`src/rtl/oport_wrra_pck_arbiter_if.sv`:
```
// Request/grant bundle between the input-port request logic (master) and one
// output-port arbiter (slave).
interface oport_wrra_pck_arbiter_if #(
   parameter int P       = 5,
   parameter int WEIGHTw = 4
);
   localparam int P_1 = P - 1;

   logic [P_1-1:0]         request;
   logic [P_1-1:0]         tail;
   logic [P_1*WEIGHTw-1:0] weight;
   logic                   out_ready;
   logic [P_1-1:0]         grant;
   logic                   flit_we;
   logic                   locked;
   logic [P_1-1:0]         owner;

   modport master (
      output request, tail, weight, out_ready,
      input  grant, flit_we, locked, owner
   );

   modport slave (
      input  request, tail, weight, out_ready,
      output grant, flit_we, locked, owner
   );
endinterface

```
`src/rtl/oport_wrra_pck_arbiter.sv`:
```
// Packet-atomic weighted round-robin arbiter sharing one output port among
// the P-1 input ports that can target it.
module oport_wrra_pck_arbiter #(
   parameter int P       = 5,
   parameter int WEIGHTw = 4
) (
   input  logic                    clk,
   input  logic                    reset,
   oport_wrra_pck_arbiter_if.slave bus
);
   localparam int P_1  = P - 1;
   localparam int IDXW = (P_1 > 1) ? $clog2(P_1) : 1;

   typedef enum logic {IDLE, LOCKED} state_t;

   state_t               state_q, state_d;
   logic [IDXW-1:0]      ptr_q, ptr_d;
   logic [WEIGHTw-1:0]   used_q, used_d;
   logic [P_1-1:0]       owner_q, owner_d;

   logic [P_1-1:0]       grant_c;
   logic [IDXW-1:0]      sel_idx, own_idx, gnt_idx;
   logic                 sel_found;
   logic [IDXW:0]        cand;
   logic [WEIGHTw-1:0]   ptr_w, eff_w;
   logic                 pkt_end;

   // First requester at or after ptr, wrapping modulo P_1.
   always_comb begin
      sel_idx   = '0;
      sel_found = 1'b0;
      cand      = '0;
      for (int k = 0; k < P_1; k++) begin
         cand = {1'b0, ptr_q} + (IDXW+1)'(k);
         if (cand >= (IDXW+1)'(P_1))
            cand = cand - (IDXW+1)'(P_1);
         if (!sel_found && bus.request[cand[IDXW-1:0]]) begin
            sel_found = 1'b1;
            sel_idx   = cand[IDXW-1:0];
         end
      end
   end

   always_comb begin
      own_idx = '0;
      for (int k = 0; k < P_1; k++)
         if (owner_q[k])
            own_idx = IDXW'(k);
   end

   always_comb begin
      grant_c = '0;
      gnt_idx = (state_q == LOCKED) ? own_idx : sel_idx;
      if (!reset && bus.out_ready) begin
         if (state_q == IDLE) begin
            if (sel_found)
               grant_c[sel_idx] = 1'b1;
         end else if (|(owner_q & bus.request)) begin
            grant_c = owner_q;
         end
      end
   end

   assign pkt_end = (|grant_c) && bus.tail[gnt_idx];
   assign ptr_w   = bus.weight[int'(ptr_q)*WEIGHTw +: WEIGHTw];
   assign eff_w   = (ptr_w == '0) ? WEIGHTw'(1) : ptr_w;

   always_comb begin
      state_d = state_q;
      owner_d = owner_q;
      ptr_d   = ptr_q;
      used_d  = used_q;
      if (|grant_c) begin
         if (state_q == IDLE && !bus.tail[gnt_idx]) begin
            state_d = LOCKED;
            owner_d = grant_c;
         end else if (state_q == LOCKED && bus.tail[gnt_idx]) begin
            state_d = IDLE;
            owner_d = '0;
         end
      end
      // Widened compare keeps weight = 2^WEIGHTw-1 from wrapping.
      if (pkt_end) begin
         if (gnt_idx == ptr_q &&
             ({1'b0, used_q} + (WEIGHTw+1)'(1)) < {1'b0, eff_w}) begin
            used_d = used_q + WEIGHTw'(1);
         end else begin
            ptr_d  = (gnt_idx == IDXW'(P_1-1)) ? '0 : gnt_idx + IDXW'(1);
            used_d = '0;
         end
      end
   end

   always_ff @(posedge clk) begin
      if (reset) begin
         state_q <= IDLE;
         ptr_q   <= '0;
         used_q  <= '0;
         owner_q <= '0;
      end else begin
         state_q <= state_d;
         ptr_q   <= ptr_d;
         used_q  <= used_d;
         owner_q <= owner_d;
      end
   end

   assign bus.grant   = grant_c;
   assign bus.flit_we = |grant_c;
   assign bus.locked  = (state_q == LOCKED);
   assign bus.owner   = owner_q;
endmodule
```
`src/flat_wrapper.sv`:
```
// flat-port wrapper written by rule: the top's interface ports become plain ports
module oport_wrra_pck_arbiter_flat 
#(
   parameter int P       = 5,
   parameter int WEIGHTw = 4
)
  (clk, reset, bus_request, bus_tail, bus_weight, bus_out_ready, bus_grant, bus_flit_we, bus_locked, bus_owner);
  oport_wrra_pck_arbiter_if #(.P(P), .WEIGHTw(WEIGHTw)) bus_i ();
  input  logic clk;
  input  logic reset;
  input wire logic [$bits(bus_i.request)-1:0] bus_request;
  input wire logic [$bits(bus_i.tail)-1:0] bus_tail;
  input wire logic [$bits(bus_i.weight)-1:0] bus_weight;
  input wire logic [$bits(bus_i.out_ready)-1:0] bus_out_ready;
  output wire logic [$bits(bus_i.grant)-1:0] bus_grant;
  output wire logic [$bits(bus_i.flit_we)-1:0] bus_flit_we;
  output wire logic [$bits(bus_i.locked)-1:0] bus_locked;
  output wire logic [$bits(bus_i.owner)-1:0] bus_owner;
  assign bus_i.request = bus_request;
  assign bus_i.tail = bus_tail;
  assign bus_i.weight = bus_weight;
  assign bus_i.out_ready = bus_out_ready;
  assign bus_grant = bus_i.grant;
  assign bus_flit_we = bus_i.flit_we;
  assign bus_locked = bus_i.locked;
  assign bus_owner = bus_i.owner;
  oport_wrra_pck_arbiter #(.P(P), .WEIGHTw(WEIGHTw)) u_core (.clk(clk), .reset(reset), .bus(bus_i));
endmodule
```
`config.mk`:
```
export PLATFORM = sky130hd
export DESIGN_NAME = oport_wrra_pck_arbiter_flat
export DESIGN_NICKNAME = d
export VERILOG_FILES = /design/src/rtl/oport_wrra_pck_arbiter_if.sv /design/src/rtl/oport_wrra_pck_arbiter.sv /design/src/flat_wrapper.sv
export SDC_FILE = /design/constraint.sdc
export NUM_CORES = 1
export LEC_CHECK = 0
export ABC_AREA = 1
export CAP_MARGIN = 15
export CORE_MARGIN = 4
export CORE_UTILIZATION = 52
export DETAILED_ROUTE_END_ITERATION = 10
export PLACE_DENSITY = 0.85
export SETUP_SLACK_MARGIN = 0.5
export SLEW_MARGIN = 40
export SYNTH_ARGS = -nofsm -noshare
export SYNTH_HDL_FRONTEND = slang
export SYNTH_SLANG_ARGS = --single-unit
```
`constraint.sdc`:
```
create_clock -name clk -period 3.53 [get_ports clk]
set_clock_uncertainty 0.05 [all_clocks]
set_input_delay 0.706 -clock clk [delete_from_list [all_inputs] [get_ports clk]]
set_output_delay 0.706 -clock clk [all_outputs]
set_load 0.03 [all_outputs]
```
==> impl_metrics.ini <==
[synth]
synth-simple-area-share_pct = 52.3
synth-compound-area-share_pct = 11.2
synthMuxAreaShare_pct = 0
yosysTopAreaCellShare_pct = 20.6
synthArstFlopShare_pct = 0
netlist_instances = 220
ys_seq_area_share_pct = 16.8
synth_area_leaders = nand2_1 21%, dfxtp_1 17%, nand3_1 7.6%
synth-edff-count = 0
yosysMostFrequentCell = nand2_1
synthXorXnorAreaFrac_pct = 2.01
synth_fp_nets = 252
synth_top_family_by_area = simple AND/OR/NAND/NOR gates
synth_fa_ha_area_share_pct = 4.78
synth-seq-cells = 11
synth-warning-count = 0
synth_top_cells_by_count = 72 x nand2_1, 25 x inv_1, 22 x nor2_1
ys.flop_type = dfxtp_1
syn-cell-area_um2 = 1310
post-synth-top-area-cell = nand2_1
synth_cell_type_count = 25
syn_avg_cell_area_um2 = 5.95

[clock_tree]
cts_root_buf = clkbuf_4
cts_sinks = 11
clk_pin_slew_ns = 0.07
insertion_delay_ns = 0.27
clock_path_buffers = 2
cts_buffers = 3
tritoncts = built
htree_levels = 1

[critical_path]
path_common_cell = nand2_2
reg2reg_from = u_core.ptr_q[0]
arrival_ns = 2.14
r2r_end = u_core.bus.owner[0]
slowest_delay_ns = 0.20
ff2ff_path_depth = 20
cpMaxStageDelayCell = clkdlybuf4s15_1
cp-end-kind = primary output
r2r_setup_slack_ns = 0.76
path_cells = clkdlybuf4s15_1 -> nand2_1 -> nand2_2 -> nand2_2 -> nand2_4 -> nor2_4 -> nand2_1 -> nand3_2 -> nand2_2 -> o21bai_1 -> nand2_2 -> nand3_4 -> buf_6
path_max_fanout = 4
path_class = primary input to primary output
crit_path_start_kind = primary input
crit_required_ns = 2.77

[power]
powerDensity_nw_per_um2 = 785
p_leak_nw = 0.928
max-vdd-ir-drop_uv = 672

[layout]
drive_gt1_share_pct = 23.1
antenna_cells = 0
num-nets-final = 293
area_delta_synth_final_pct = 35.1
final.fill_count = 183
fin_area_um2 = 1770

[sta]
rsz0062_at_grt = false
fin_crit_ns = 2.89
setup_viol = 0
slew_headroom_pct = 69.6
tightestPinTransition_ns = 0.456
post-route-period-util_pct = 82.0
fmax_ghz = 0.346
hold_violations = 0
maxSlewViolCount = 0
finalSetupTns_ns = 0

[floorplanning]
die-area_um2 = 3390
ioPinCount = 37
die_h_um = 58.2
die_w_um = 58.2
core_um2 = 2300
start_util_pct = 57.0
rows = 17

[grt]
grt-ovfl-total = 0
grt_pass1_wl_um = 5510
grt_max_degree = 20
grt.total_usage_pct = 20.1
grt_pass1_vias = 1338
antenna_found_initial = 0

[routing]
met1Wirelength_um = 1640
wl_met3_um = 156
remaining_drc_errors = 0
dr.pass1.iters = 4
wl_met2_um = 1560
vias_per_cell = 5.05
vias = 1454
top_layer = met4
ant_nets = 0
wl_per_cell_um = 11.7
wirelength_um = 3380
drtIter0Drc = 91

[worst_hold_path]
min-delay-start = u_core.bus.owner[0]
hold_path_depth = 2
min_to = u_core.bus.owner[0]
hp-class = flop to flop

[flow_run]
cap_violations = 0

[placed_design]
place.gp.congestion = 0.931
portBuffers = 36
dp_hpwl_um = 2500
dpl_cell_area_um2 = 1660

[run_status]
outcome = complete, no violations
worst max-delay path: cells and delay by family:
kind,cells,cell delay [ns]
and+or+nand+nor,10,0.95
AOI/OAI and AO/OA,1,0.17
buffers and inverters,2,0.33
where the power goes:
part           internal (mW)  switching [mW]
Clock                 0.0438          0.0447
Sequential             0.151          0.0427
Combinational          0.401           0.706
cells in the final DEF (no fill, tap or decap), types with 4 or more instances in the layout:
cell type        netlist  layout
inv_1                 25      21
nand2_1               72      61
nand2_4                7       8
clkdlybuf4s50_1        0      26
dfxtp_1               11       9
nor2_1                22      22
nand4_1                6       6
nand3_1               20      18
ha_1                   5       5
a21oi_1               16      14
inv_2                  4       8
o21ai_1                4       4
nand2_2                8      18
nand3_2                2       4
buf_4                  0       6
cell type report:
| cell class | instances | area [µm²] | share of cell area [%] |
|---|---|---|---|
| Clock buffer | 4 | 26.3 | 1.48 |
| Multi-Input combinational cell | 174 | 971 | 54.8 |
| Sequential cell | 11 | 225 | 12.7 |
| Timing Repair Buffer | 40 | 387 | 21.8 |
| Tap cell | 28 | 35.0 | 1.98 |
| Inverter | 31 | 126 | 7.14 |
timing repair:
item                                    CTS  global route
pin swaps                                 9            12
buffers inserted                          3             0
resized for setup                        14            22
endpoints found under the setup margin    5             9
hold buffers                              0             0
gates cloned                              0             0
kinds of logic (layout without fill, tap and decap cells):
logic type               after synthesis  count (layout)
AO/OA/AOI/OAI                         26              26
XOR/XNOR                               3               3
adder cells (fa/ha/maj)                5               5
buffers and inverters                 35              75
flip-flops                            11              11
AND/OR/NAND/NOR                      140             140
metrics by stage:
step | util [%] | hold WS, ns | power [mW] | instances | worst slack [ns]
after floorplan | - | 0.473 | 0.992 | 220 | 1.01
after global placement | 72.2 | 0.460 | 1.17 | 281 | 0.248
after detailed placement | 72.2 | 0.466 | 1.18 | 281 | 0.224
after CTS | 75.1 | 0.477 | 1.34 | 288 | 0.541
after global routing | 77.1 | 0.511 | 1.53 | 288 | 0.504
final | 77.1 | 0.485 | 1.39 | 288 | 0.636
how the worst max path moves through the flow:
stage	from	cells past startpoint	end	slack, ns
final	bus_request[2]	13	bus_flit_we	0.64
after global routing	bus_request[3]	13	bus_grant[3]	0.50
after global placement	bus_request[0]	15	bus_flit_we	0.25
after CTS	reset	11	bus_flit_we	0.54
after detailed placement	bus_request[2]	15	bus_flit_we	0.22
after floorplan	bus_request[1]	11	bus_grant[3]	1.01
state kept, by name (all words and copies together), names as in the netlist:
name / cells
u_core.bus.locked: 1
u_core.used_q: 4
u_core.ptr_q: 2
u_core.bus.owner: 4
per-layer routing:
layer / vias to the layer above / global-route usage, %
li1: 781 / -
met1: 630 / 27.6
met2: 41 / 33.5
met3: 2 / 2.00
met4: 0 / 4.64
met5: - / 0
Power figures use the tool's default switching activity.
